[config.mk]
export PLATFORM = sky130hd
export DESIGN_NAME = id_decode_ctrl
export DESIGN_NICKNAME = d
export VERILOG_FILES = /design/src/rtl/id_decode_ctrl.sv
export SDC_FILE = /design/constraint.sdc
export NUM_CORES = 1
export LEC_CHECK = 0
export ABC_AREA = 1
export BUFFER_PORTS_ARGS = -buffer_cell sky130_fd_sc_hd__buf_2
export CAP_MARGIN = 10
export CORE_MARGIN = 1.5
export CORE_UTILIZATION = 55
export CTS_CLUSTER_SIZE = 40
export DETAILED_ROUTE_END_ITERATION = 8
export MAX_ROUTING_LAYER = met4
export PLACE_DENSITY = 0.88
export SLEW_MARGIN = 40
export SYNTH_ARGS = -nofsm -noshare
export SYNTH_HDL_FRONTEND = slang
export SYNTH_SLANG_ARGS = --single-unit
[constraint.sdc]
create_clock -name clk -period 5.81 [get_ports clk]
set_input_delay 0.8715 -clock clk [delete_from_list [all_inputs] [get_ports clk]]
set_output_delay 0.8715 -clock clk [all_outputs]
set_load 0.02 [all_outputs]
[src/rtl/id_decode_ctrl.sv]
// DLX instruction-decode stage: IF/ID pipeline register with stall/squash, control
// decode, branch/jump target adders and the BEQZ/BNEZ zero test on the forwarded rs1.
module id_decode_ctrl #(
    parameter logic [31:0] NOP_WORD = 32'h0000_0015
) (
    input  logic        clk,
    input  logic        reset,
    input  logic        stall,
    input  logic        squash,
    input  logic [31:0] inst_in,
    input  logic [31:0] pc4_in,
    input  logic [31:0] rs1_val,
    output logic [31:0] instruction,
    output logic [31:0] pc4,
    output logic [31:0] imm32,
    output logic [31:0] branch_target,
    output logic [31:0] jump_target,
    output logic [4:0]  rs1,
    output logic [4:0]  rs2,
    output logic [4:0]  destreg,
    output logic        regdst,
    output logic        alusrc,
    output logic        mem2reg,
    output logic        regwrite,
    output logic        memwrite,
    output logic        jump,
    output logic        jal,
    output logic        jar,
    output logic        loadext,
    output logic        branch,
    output logic [3:0]  aluctrl,
    output logic [1:0]  dsize
);

    localparam logic [3:0] ALU_ADD = 4'h0, ALU_SUB = 4'h1, ALU_AND = 4'h2, ALU_OR  = 4'h3;
    localparam logic [3:0] ALU_XOR = 4'h4, ALU_SLL = 4'h5, ALU_SRL = 4'h6, ALU_SRA = 4'h7;
    localparam logic [3:0] ALU_SEQ = 4'h8, ALU_SNE = 4'h9, ALU_SLT = 4'hA, ALU_SGT = 4'hB;
    localparam logic [3:0] ALU_SLE = 4'hC, ALU_SGE = 4'hD, ALU_LHI = 4'hE, ALU_NOP = 4'hF;

    logic [31:0] instr_q, instr_d;
    logic [31:0] pc4_q, pc4_d;

    // Squash shares the reset path so it wins over stall.
    always_comb begin
        instr_d = instr_q;
        pc4_d   = pc4_q;
        if (reset || squash) begin
            instr_d = NOP_WORD;
            pc4_d   = 32'h0;
        end else if (!stall) begin
            instr_d = inst_in;
            pc4_d   = pc4_in;
        end
    end

    always_ff @(posedge clk) begin
        instr_q <= instr_d;
        pc4_q   <= pc4_d;
    end

    logic [5:0] op;
    logic [5:0] funct;
    logic       extop;
    logic       branch_op;

    assign op    = instr_q[31:26];
    assign funct = instr_q[5:0];

    always_comb begin
        regdst    = 1'b0;
        alusrc    = 1'b0;
        mem2reg   = 1'b0;
        regwrite  = 1'b0;
        memwrite  = 1'b0;
        jump      = 1'b0;
        jal       = 1'b0;
        jar       = 1'b0;
        loadext   = 1'b0;
        branch_op = 1'b0;
        extop     = 1'b1;
        aluctrl   = ALU_NOP;
        dsize     = 2'd0;
        case (op)
            6'h00: begin
                regdst   = 1'b1;
                regwrite = 1'b1;
                case (funct)
                    6'h20, 6'h21: aluctrl = ALU_ADD;
                    6'h22, 6'h23: aluctrl = ALU_SUB;
                    6'h24:        aluctrl = ALU_AND;
                    6'h25:        aluctrl = ALU_OR;
                    6'h26:        aluctrl = ALU_XOR;
                    6'h04:        aluctrl = ALU_SLL;
                    6'h06:        aluctrl = ALU_SRL;
                    6'h07:        aluctrl = ALU_SRA;
                    6'h28:        aluctrl = ALU_SEQ;
                    6'h29:        aluctrl = ALU_SNE;
                    6'h2A:        aluctrl = ALU_SLT;
                    6'h2B:        aluctrl = ALU_SGT;
                    6'h2C:        aluctrl = ALU_SLE;
                    6'h2D:        aluctrl = ALU_SGE;
                    default: begin
                        // NOP and unknown functs write nothing
                        regdst   = 1'b0;
                        regwrite = 1'b0;
                        aluctrl  = ALU_NOP;
                    end
                endcase
            end
            6'h08, 6'h09, 6'h0A, 6'h0B, 6'h0C, 6'h0D, 6'h0E, 6'h0F,
            6'h14, 6'h16, 6'h17, 6'h18, 6'h19, 6'h1A, 6'h1B, 6'h1C, 6'h1D: begin
                alusrc   = 1'b1;
                regwrite = 1'b1;
                case (op)
                    6'h08, 6'h09: aluctrl = ALU_ADD;
                    6'h0A, 6'h0B: aluctrl = ALU_SUB;
                    6'h0C:        aluctrl = ALU_AND;
                    6'h0D:        aluctrl = ALU_OR;
                    6'h0E:        aluctrl = ALU_XOR;
                    6'h0F:        aluctrl = ALU_LHI;
                    6'h14:        aluctrl = ALU_SLL;
                    6'h16:        aluctrl = ALU_SRL;
                    6'h17:        aluctrl = ALU_SRA;
                    6'h18:        aluctrl = ALU_SEQ;
                    6'h19:        aluctrl = ALU_SNE;
                    6'h1A:        aluctrl = ALU_SLT;
                    6'h1B:        aluctrl = ALU_SGT;
                    6'h1C:        aluctrl = ALU_SLE;
                    default:      aluctrl = ALU_SGE;
                endcase
                if (op == 6'h09 || op == 6'h0B || op == 6'h0C || op == 6'h0D || op == 6'h0E)
                    extop = 1'b0;
            end
            6'h20, 6'h21, 6'h23, 6'h24, 6'h25: begin
                alusrc   = 1'b1;
                mem2reg  = 1'b1;
                regwrite = 1'b1;
                aluctrl  = ALU_ADD;
                loadext  = (op == 6'h20) || (op == 6'h21);
                dsize    = (op == 6'h23) ? 2'd2 : ((op == 6'h21 || op == 6'h25) ? 2'd1 : 2'd0);
            end
            6'h28, 6'h29, 6'h2B: begin
                alusrc   = 1'b1;
                memwrite = 1'b1;
                aluctrl  = ALU_ADD;
                dsize    = (op == 6'h2B) ? 2'd2 : ((op == 6'h29) ? 2'd1 : 2'd0);
            end
            6'h04, 6'h05: branch_op = 1'b1;
            6'h02: jump = 1'b1;
            6'h03: begin
                jump     = 1'b1;
                jal      = 1'b1;
                regwrite = 1'b1;
            end
            6'h12: begin
                jump = 1'b1;
                jar  = 1'b1;
            end
            6'h13: begin
                jump     = 1'b1;
                jar      = 1'b1;
                jal      = 1'b1;
                regwrite = 1'b1;
            end
            default: ;
        endcase
    end

    assign instruction   = instr_q;
    assign pc4           = pc4_q;
    assign rs1           = instr_q[25:21];
    assign rs2           = instr_q[20:16];
    assign destreg       = jal ? 5'd31 : (regdst ? instr_q[15:11] : instr_q[20:16]);
    assign imm32         = {{16{instr_q[15] & extop}}, instr_q[15:0]};
    assign branch_target = pc4_q + {imm32[31:2], 2'b00};
    assign jump_target   = pc4_q + {{6{instr_q[25]}}, instr_q[25:0]};
    // instruction[26] separates BNEZ (05) from BEQZ (04)
    assign branch        = branch_op & (instr_q[26] ? (rs1_val != 32'h0) : (rs1_val == 32'h0));

endmodule

==> impl_metrics.json, run 1 <==
{
  "status": "finished clean",
  "cts_buffers": 9,
  "grt_use_total": 0.3817,
  "drv_cap": 0,
  "route.detailed.drc": 0,
  "final_nets": 1760,
  "ios": 291,
  "die_w_um": 120.3,
  "grt_pass1_vias": 8343,
  "syn_to_final_growth_pct": 20.53,
  "cp-end-kind": "output pin",
  "worst-r2r-cell-count": 7,
  "synth_top_area_share": 0.2675,
  "worstMarginPinSlew_ns": 0.8008,
  "fmax_mhz": 215.6,
  "routabilityCongestion": 0.9947,
  "start_kind": "flop",
  "diodes": 0,
  "design_area_um2": 9116,
  "ant_nets": 0,
  "intPower_w": 0.0009242,
  "cts_sinks": 68,
  "drt_iter0_drc": 789,
  "synth-seq-area-share": 0.1800,
  "core_um2": 13350,
  "die-area_um2": 14460,
  "tns_ns": 0,
  "synthTopCellsByArea": "nand2_1, dfxtp_1, inv_1",
  "routedWlPerCell_um": 15.09,
  "hold_path.class": "flop to flop",
  "clkTransAtPathRegs_ns": 0.06,
  "ir_worst_vdd_mv": 0.2111,
  "root_buffer": "clkbuf_16",
  "rows": 42,
  "netlist_area_um2": 7564,
  "yosysTopAreaCell": "nand2_1",
  "port_buffers": 290,
  "setup_viol": 0,
  "syn-num-nets": 1524,
  "holdPathStages": 2,
  "post_cts_buffers": 0,
  "cts_tree": "done",
  "antenna_found_initial": 0,
  "cts_buffer_depth": 2,
  "worstSkewPairLatency_ns": 0.34,
  "grt_overflow_total": 0,
  "h-tree-depth": 3,
  "ctsResizeCount": 0,
  "timing.slew.headroom": 0.4620,
  "switchingPower_w": 0.0005025,
  "yosys_warnings": 0,
  "critPathRequiredTime_ns": 4.94,
  "clock_power_share": 0.373,
  "post-route-period-util": 0.7982,
  "swShare": 0.3522,
  "pwr-share-seq": 0.358,
  "holdWs_ns": 0.5047,
  "ys_seq_elements": 68,
  "routed_wl_um": 27060,
  "maxSlewViolCount": 0,
  "drt_pass1_iterations": 5,
  "min_period_ns": 4.637,
  "crit_type": "flop to output pin",
  "setup_ws_ns": 1.173,
  "grt_pass1_wl_um": 42030,
  "power.density_nw_per_um2": 156.5,
  "dp.final_hpwl_um": 22330,
  "drive_above_1_share": 0.2195,
  "dr_total_vias": 9349,
  "dpl_worst_slack_ns": 1.865,
  "hold_viol_final": 0,
  "critPathArrivalTime_ns": 3.77,
  "p_comb_frac": 0.269,
  "fp.dieH_um": 120.3,
  "rsz0062_at_grt": "no",
  "fin_worst_skew_ns": 0.004055,
  "start_util": 0.5666,
  "cp_max_fo": 31,
  "grt_max_degree": 72,
  "postSynthCellCount": 1376,
  "ys_types": 34,
  "fin_util": 0.6830,
  "p_leak_nw": 5.736,
  "synth_area_per_cell_um2": 5.497,
  "dpl_cell_area_um2": 8832,
  "vias_per_cell": 5.214,
  "cts_hold_buf": 0
}
## state kept, by name, indices dropped and copies added, names as in the netlist, named ones only
register / flops
instruction: 32
pc4: 32
## final cells by class
class                      count  area [µm²]
multi-input combinational   1020        4957
fill                        1306        4232
timing repair buffer         292        1466
sequential                    68        1361
inverter                     221       829.5
clock buffer                  13       260.3
tap                          176       220.2
clock inverter                 3       21.27
## synthesized netlist by cell type (all sizes together)
master and instances:
dfxtp 68, xnor2 4, xor2 25, or2 3
nor4 1, fa 2, nand3 85, o211ai 4
nor2 135, a21oi 97, ha 46, clkbuf 13
o21ai 26, and2 3, a21o 2, inv 221
nand2 550, and3 1, nand3b 3, a31oi 2
nand4 13, buf 54, o21bai 5, nor3 13
## logic make-up after synthesis
family / Yosys count / share of synthesized area
AND/OR/NAND/NOR: 807 / 0.4437
buffers and inverters: 288 / 0.1659
AO/OA/AOI/OAI: 136 / 0.09545
flip-flops: 68 / 0.1800
adder cells (fa/ha/maj): 48 / 0.08139
XOR/XNOR: 29 / 0.03358
## worst max-delay path: stages, from the launching register on
cell and delay, ns:
dfxtp_1 0.40, inv_1 0.09, nor2_2 0.21, nand2_1 0.08, nand2_1 0.06, nand2_1 0.09
nand2_1 0.10, clkinv_1 0.63, ha_1 0.66, nand2_1 0.13, nor2_1 0.24, nand2_1 0.12
nor3_1 0.13, nand2_1 0.09, nand3_1 0.09, nand2_1 0.05, nand2_1 0.07, buf_2 0.16
## power by group through the flow
stage / Clock (W) / Sequential [W] / Combinational, W
3_5_place_dp: 0 / 0.000520 / 0.000378
2_1_floorplan: 0 / 0.000527 / 0.000234
3_3_place_gp: 0 / 0.000520 / 0.000375
6_report: 0.000533 / 0.000511 / 0.000383
5_1_grt: 0.000553 / 0.000512 / 0.000415
4_1_cts: 0.000531 / 0.000510 / 0.000380
## metrics by stage
step | power (W) | cells
after detailed placement | 0.0008973 | 1777
after global routing | 0.001480 | 1793
final | 0.001427 | 1793
after CTS | 0.001421 | 1793
after floorplan | 0.0007614 | 1376
after global placement | 0.0008947 | 1777
## metal layers
layer | vias to the layer above | global-route usage | part of all wire
met3 | 65 | 0.06509 | 0.096
met4 | 0 | 0.1338 | 0.034
met1 | 4154 | 0.4984 | 0.42
li1 | 4686 | - | -
met5 | - | - | 0
met2 | 444 | 0.5986 | 0.45
## cell usage in the layout (no fill, tap or decap), types with 16 or more instances in the layout
master,instances
nand3_1,82
buf_2,290
nor2_1,111
a21oi_1,97
nand2_1,538
dfxtp_1,68
nor2_2,16
ha_1,46
inv_1,216
o21ai_0,21
xor2_1,25
## final timing paths
kind,start,endpoint,slack (ns)
min reg2reg,pc4[2],pc4[2],0.50
max,instruction[29],branch_target[24],1.17
max reg2reg,instruction[27],flop,4.30
min,pc4[2],pc4[2],0.50
Power figures use the tool's default switching activity.
==> run 2: changes to the inputs <==
- CORE_UTILIZATION: 55 -> 46
- PLACE_DENSITY: 0.88 -> 0.79
- clock period: 5.81 -> 4.1 ns (I/O delays scaled with it)
==> run 2 against run 1 <==
  * Combinational power increased by 43%
  * Design area increased by 1.7%
  * Non-clock buffer count increased by 11
  * Sequential power increased by 41%
  * Critical path depth increased by 3
  * Register-to-register slack got worse by 1.7 ns
  * First-iteration DRC count decreased by 11%
  * Largest cell class unchanged
==> impl_metrics.json, run 2 (synthesis results as in run 1) <==
{
  "tns_ns": 0,
  "switchingPower_w": 0.0007023,
  "cp_common_cell": "nand2_1",
  "ios": 291,
  "grt_max_degree": 71,
  "grt_overflow_total": 0,
  "p_leak_nw": 5.786,
  "intPower_w": 0.001277,
  "cp_num_buf_inv": 6,
  "drv_cap": 0,
  "min_period_ns": 3.867,
  "final_nets": 1771,
  "die-area_um2": 17220,
  "dpl_worst_slack_ns": 0.5265,
  "grt_use_total": 0.3078,
  "drive_above_1_share": 0.2328,
  "route.detailed.drc": 0,
  "start_kind": "flop",
  "routedWlPerCell_um": 14.52,
  "ant_nets": 0,
  "post-route-period-util": 0.9433,
  "cts_hold_buf": 0,
  "dr_total_vias": 9159,
  "setup_ws_ns": 0.2326,
  "p_comb_frac": 0.276,
  "power.density_nw_per_um2": 213.4,
  "core_um2": 16000,
  "drt_iter0_drc": 703,
  "crit_type": "flop to output pin",
  "maxSlewViolCount": 0,
  "grt_pass1_vias": 7966,
  "fin_util": 0.5797,
  "worstSkewPairLatency_ns": 0.33,
  "port_buffers": 290,
  "critPathArrivalTime_ns": 3.25,
  "swShare": 0.3549,
  "syn_to_final_growth_pct": 22.63,
  "routed_wl_um": 26770,
  "root_buffer": "clkbuf_16",
  "status": "finished clean",
  "p_total_w": 0.001979,
  "fmax_mhz": 258.6,
  "fp.dieH_um": 131.2,
  "cts_buffers": 9,
  "hold_path.class": "input port to flop",
  "cts_tree": "done",
  "h-tree-depth": 3,
  "critPathRequiredTime_ns": 3.48,
  "holdWs_ns": 0.4840,
  "cp-end-kind": "output pin",
  "hold_viol_final": 0,
  "grt_pass1_wl_um": 41190,
  "rows": 46,
  "diodes": 0,
  "drt_pass1_iterations": 7,
  "dp.final_hpwl_um": 22170,
  "cts_buffer_depth": 2,
  "ir_worst_vdd_mv": 0.1604,
  "die_w_um": 131.2,
  "antenna_found_initial": 0,
  "cts_sinks": 68,
  "worstMarginPinSlew_ns": 0.6969,
  "start_util": 0.4727,
  "critPathSlowestCell": "dfxtp_2",
  "fin_worst_skew_ns": 0.001692,
  "crit_path_cell_trace": "nand2_1, inv_1, nand2_1, nand2_1, nand2_1, nand2_2, clkinvlp_4, buf_4, buf_4, ha_1, nand2_1, nor2_1, inv_1, nor2_4, and2_1, nand2_1, nand2_1, nand2_1, nand2_1, buf_2",
  "most-common-layout-cells": "nand2_1, buf_2, inv_1",
  "setup_viol": 0,
  "cp_max_fo": 7,
  "slowest_delay_ns": 0.40,
  "vias_per_cell": 4.967,
  "routabilityCongestion": 0.9488,
  "pwr-share-seq": 0.365,
  "critical-path-top-delay-family": "simple AND/OR/NAND/NOR gates",
  "clkTransAtPathRegs_ns": 0.06,
  "timing.slew.headroom": 0.5354,
  "final_common_cell": "nand2_1",
  "clock_power_share": 0.359
}
## run 2: cell count changes in the layout (fill, tap and decap cells not counted), moves of 3 or more
cell,delta
nand2_2,+3
nor2_1,-3
buf_4,+10
clkinv_2,+3
nand2_1,-3
nor2_4,+3
## run 2: metal layers
metal | GRT usage | share of wire | vias up
met5 | - | 0 | -
met4 | 0.07803 | 0.018 | 0
met3 | 0.03472 | 0.064 | 34
met2 | 0.5121 | 0.47 | 373
met1 | 0.3980 | 0.45 | 4040
li1 | - | - | 4712
## run 2: cell type report
class                      count  area [µm²]
fill                        1714        6725
multi-input combinational   1020        4992
timing repair buffer         303        1546
sequential                    68        1364
inverter                     221       833.3
tap                          216       270.3
clock buffer                   9       225.2
clock inverter                 7       43.79
## run 2: what timing repair did
| action | in CTS | in global routing |
|---|---|---|
| setup endpoints to repair | 0 | 10 |
| setup buffers | 0 | 7 |
| resized for setup | 0 | 15 |
## run 2: through the flow
stage,std cells,instance area (µm²)
floorplan,1376,7564
global placement,1821,8907
detailed placement,1821,8912
CTS,1837,9181
global route,1844,9275
finish,1844,9275
## run 2: power groups by stage
| stage | combinational, W | sequential, W | clock [W] |
|---|---|---|---|
| 3_5_place_dp | 0.000537 | 0.000735 | 0 |
| 2_1_floorplan | 0.000332 | 0.000747 | 0 |
| 3_3_place_gp | 0.000534 | 0.000735 | 0 |
| 5_1_grt | 0.000594 | 0.000725 | 0.000752 |
| 4_1_cts | 0.000540 | 0.000721 | 0.000720 |
| 6_report | 0.000547 | 0.000722 | 0.000710 |
## run 2: path summary, 6_finish.rpt
| kind | depth (start not counted) | slack (ns) | end | start |
|---|---|---|---|---|
| worst max register to register | 7 | 2.59 | flop | instruction[27] |
| worst min-delay path | 3 | 0.48 | instruction[4] | inst_in[4] |
| worst min register to register | 2 | 0.49 | pc4[9] | pc4[9] |
| worst max-delay path | 20 | 0.23 | branch_target[29] | instruction[28] |
## run 2: worst register-to-register path: stages (launching register included)
cell     delay (ns)
dfxtp_1        0.52
o21ai_0        0.15
nor2_1         0.28
inv_1          0.12
nand2_1        0.11
a21oi_1        0.06
a21oi_1        0.12
inv_1          0.05
==> run 3: changes to the inputs <==
- ABC_AREA: 1 -> default
- CORE_UTILIZATION: 46 -> 43
- PLACE_DENSITY: 0.79 -> 0.78
==> run 3 against run 2 <==
  * The flow now finishes with violations (setup timing)
  * First-iteration DRC count is 38% lower
  * Via count decreased by 28%
  * Core utilization up 2.0 points
  * Sequential power decreased by 2%
  * Final cell count decreased by 34%
  * Worst setup slack lost 0.26 ns
  * Register-to-register slack got worse by 0.14 ns
  * Worst hold slack got worse by 0.0040 ns
  * Wire length decreased by 24%
  * Clock skew decreased by 0.00097 ns
  * Design area is 13% lower
  * Clock-buffer cell count rose by 1
  * Largest power group is now clock
==> impl_metrics.json, run 3 <==
{
  "routabilityCongestion": 0.9346,
  "power.density_nw_per_um2": 269.3,
  "cts_sinks": 68,
  "yosysTopAreaCell": "dfxtp_1",
  "drt_iter0_drc": 433,
  "final_common_cell": "buf_2",
  "ys_seq_elements": 68,
  "violations": "setup timing",
  "critPathArrivalTime_ns": 3.51,
  "routed_wl_um": 20320,
  "netlist_area_um2": 5964,
  "critPathSlowestCell": "a221o_2",
  "core_um2": 13400,
  "top_layer": "met4",
  "synthFlopType": "dfxtp_1",
  "holdWs_ns": 0.4800,
  "fillers": 1210,
  "hold_path.class": "input port to flop",
  "holdPathStages": 3,
  "p_leak_nw": 4.466,
  "grt_max_degree": 53,
  "dp.final_hpwl_um": 15620,
  "start_kind": "flop",
  "cts_buffer_depth": 2,
  "cts_buffers": 9,
  "maxSlewViolCount": 0,
  "grt_use_total": 0.2741,
  "slowest_delay_ns": 0.40,
  "syn-num-nets": 905,
  "ys_types": 62,
  "critPathRequiredTime_ns": 3.48,
  "grt_pass1_vias": 6075,
  "syn_to_final_growth_pct": 34.76,
  "postSynthCellCount": 757,
  "synth_top_area_share": 0.2282,
  "vias_per_cell": 5.479,
  "route.detailed.drc": 0,
  "hold_viol_final": 0,
  "critical-path-top-delay-family": "compound AO/OA/AOI/OAI gates",
  "worstMarginPinSlew_ns": 0.6727,
  "fin_worst_skew_ns": 0.0007197,
  "cp_num_buf_inv": 2,
  "die-area_um2": 14590,
  "fp.dieH_um": 120.8,
  "cp_max_fo": 4,
  "r2r-start": "instruction[29]",
  "crit_path_cell_trace": "nor2_2, nand2_1, o21ai_2, inv_4, ha_4, and2_4, and3_1, a221o_2, a221o_2, a31oi_4, o21ai_2, or4_1, and3_1, buf_6",
  "p_total_w": 0.002165,
  "die_w_um": 120.8,
  "cts_tree": "done",
  "yosys-top-cells-count": "nor2_1, dfxtp_1, mux2i_1",
  "drt_pass1_iterations": 5,
  "wl_met3_um": 1521,
  "wirelength_met1_um": 8515,
  "yosys_warnings": 0,
  "critPathLaunch": "instruction[30]",
  "dr_total_vias": 6619,
  "fmax_mhz": 242.6,
  "cts_hold_buf": 0,
  "clkTransAtPathRegs_ns": 0.06,
  "timing.slew.headroom": 0.5516,
  "wl_met2_um": 9530,
  "crit_type": "flop to output pin",
  "final_nets": 1173,
  "ios": 291,
  "ant_nets": 0,
  "min_period_ns": 4.123,
  "h-tree-depth": 3,
  "synth_edf_count": 0,
  "antenna_found_initial": 2,
  "path_depth": 14,
  "start_util": 0.4451,
  "setup_viol": 1,
  "fin_util": 0.5998,
  "port_buffers": 290,
  "min-delay-start": "inst_in[0]",
  "routedWlPerCell_um": 16.82,
  "yosysMostFrequentCell": "nor2_1",
  "rrSetupSlack_ns": 2.45,
  "synthTopCellsByArea": "dfxtp_1, mux2i_1, ha_1",
  "setup_ws_ns": -0.02261,
  "synth-seq-area-share": 0.2282,
  "ir_worst_vdd_mv": 0.1954,
  "drv_cap": 0,
  "synth_area_per_cell_um2": 7.879,
  "cp-end-kind": "output pin",
  "grt_overflow_total": 0,
  "synthArstFlopShare": 0,
  "worstSkewPairLatency_ns": 0.34,
  "status": "complete, but fails checks",
  "most-common-layout-cells": "buf_2, nor2_1, mux2i_1",
  "drive_above_1_share": 0.3835,
  "worst-r2r-cell-count": 6,
  "root_buffer": "clkbuf_16",
  "rows": 42,
  "grt_pass1_wl_um": 30560,
  "rsz0062_at_grt": "yes",
  "post-route-period-util": 1.006
}
==> run 3: tightest hold or removal path, stage by stage <==
cell	delay (ns)
buf_2	0.08
mux2i_1	0.05
nand2_1	0.05
==> run 3: routing by layer <==
metal,global-route usage,up-vias
met5,-,-
met3,0.06179,65
li1,-,3195
met4,0.1287,0
met1,0.3274,3039
met2,0.4389,320
==> run 3: through the flow <==
stage               cell area (µm²)  TNS (ns)  worst slack (ns)  instances
floorplan                      5976  -0.01041          -0.01041        757
global placement               7411         0           0.06142       1176
CTS                            7869         0          0.004731       1196
global route                   8038   -0.2080           -0.1296       1208
detailed placement             7415  -0.06971          -0.06971       1176
finish                         8038  -0.02261          -0.02261       1208
==> run 3: area by class of cell <==
type,count,area (µm²),area share
Clock inverter,6,111.4,0.01385
Multi-Input combinational cell,582,4172,0.5190
Inverter,27,103.9,0.01292
Sequential cell,68,1368,0.1701
Tap cell,176,220.2,0.02740
Antenna cell,2,5.005,0.0006227
Timing Repair Buffer,337,1829,0.2276
Clock buffer,10,229.0,0.02849
==> run 3: repair_timing <==
| item | CTS | global route |
|---|---|---|
| buffers inserted | 4 | 10 |
| setup endpoints to repair | 10 | 10 |
| resized for setup | 19 | 24 |
| pin swaps | 6 | 17 |
==> run 3: logic make-up (layout without fill, tap and decap cells) <==
group	after synthesis	after routing	share of synthesized area
DFF	68	68	0.2282
buffers and inverters	107	380	0.09797
AOI/OAI and AO/OA	172	172	0.1915
other	0	2	0
muxes	66	66	0.1110
adders and majority gates	48	48	0.1032
and+or+nand+nor	240	240	0.1859
xor gates and xnor gates	56	56	0.08223
==> run 3: final timing paths <==
| path | to |
|---|---|
| hold reg to reg | pc4[4] |
| setup / recovery | branch_target[31] |
| setup reg to reg | flop |
| hold / removal | instruction[0] |
==> run 3: power breakdown <==
part / total, W / internal [W] / switching [W]
Sequential: 0.000708 / 0.000683 / 0.0000246
Combinational: 0.000542 / 0.000214 / 0.000328
Clock: 0.000915 / 0.000595 / 0.000319
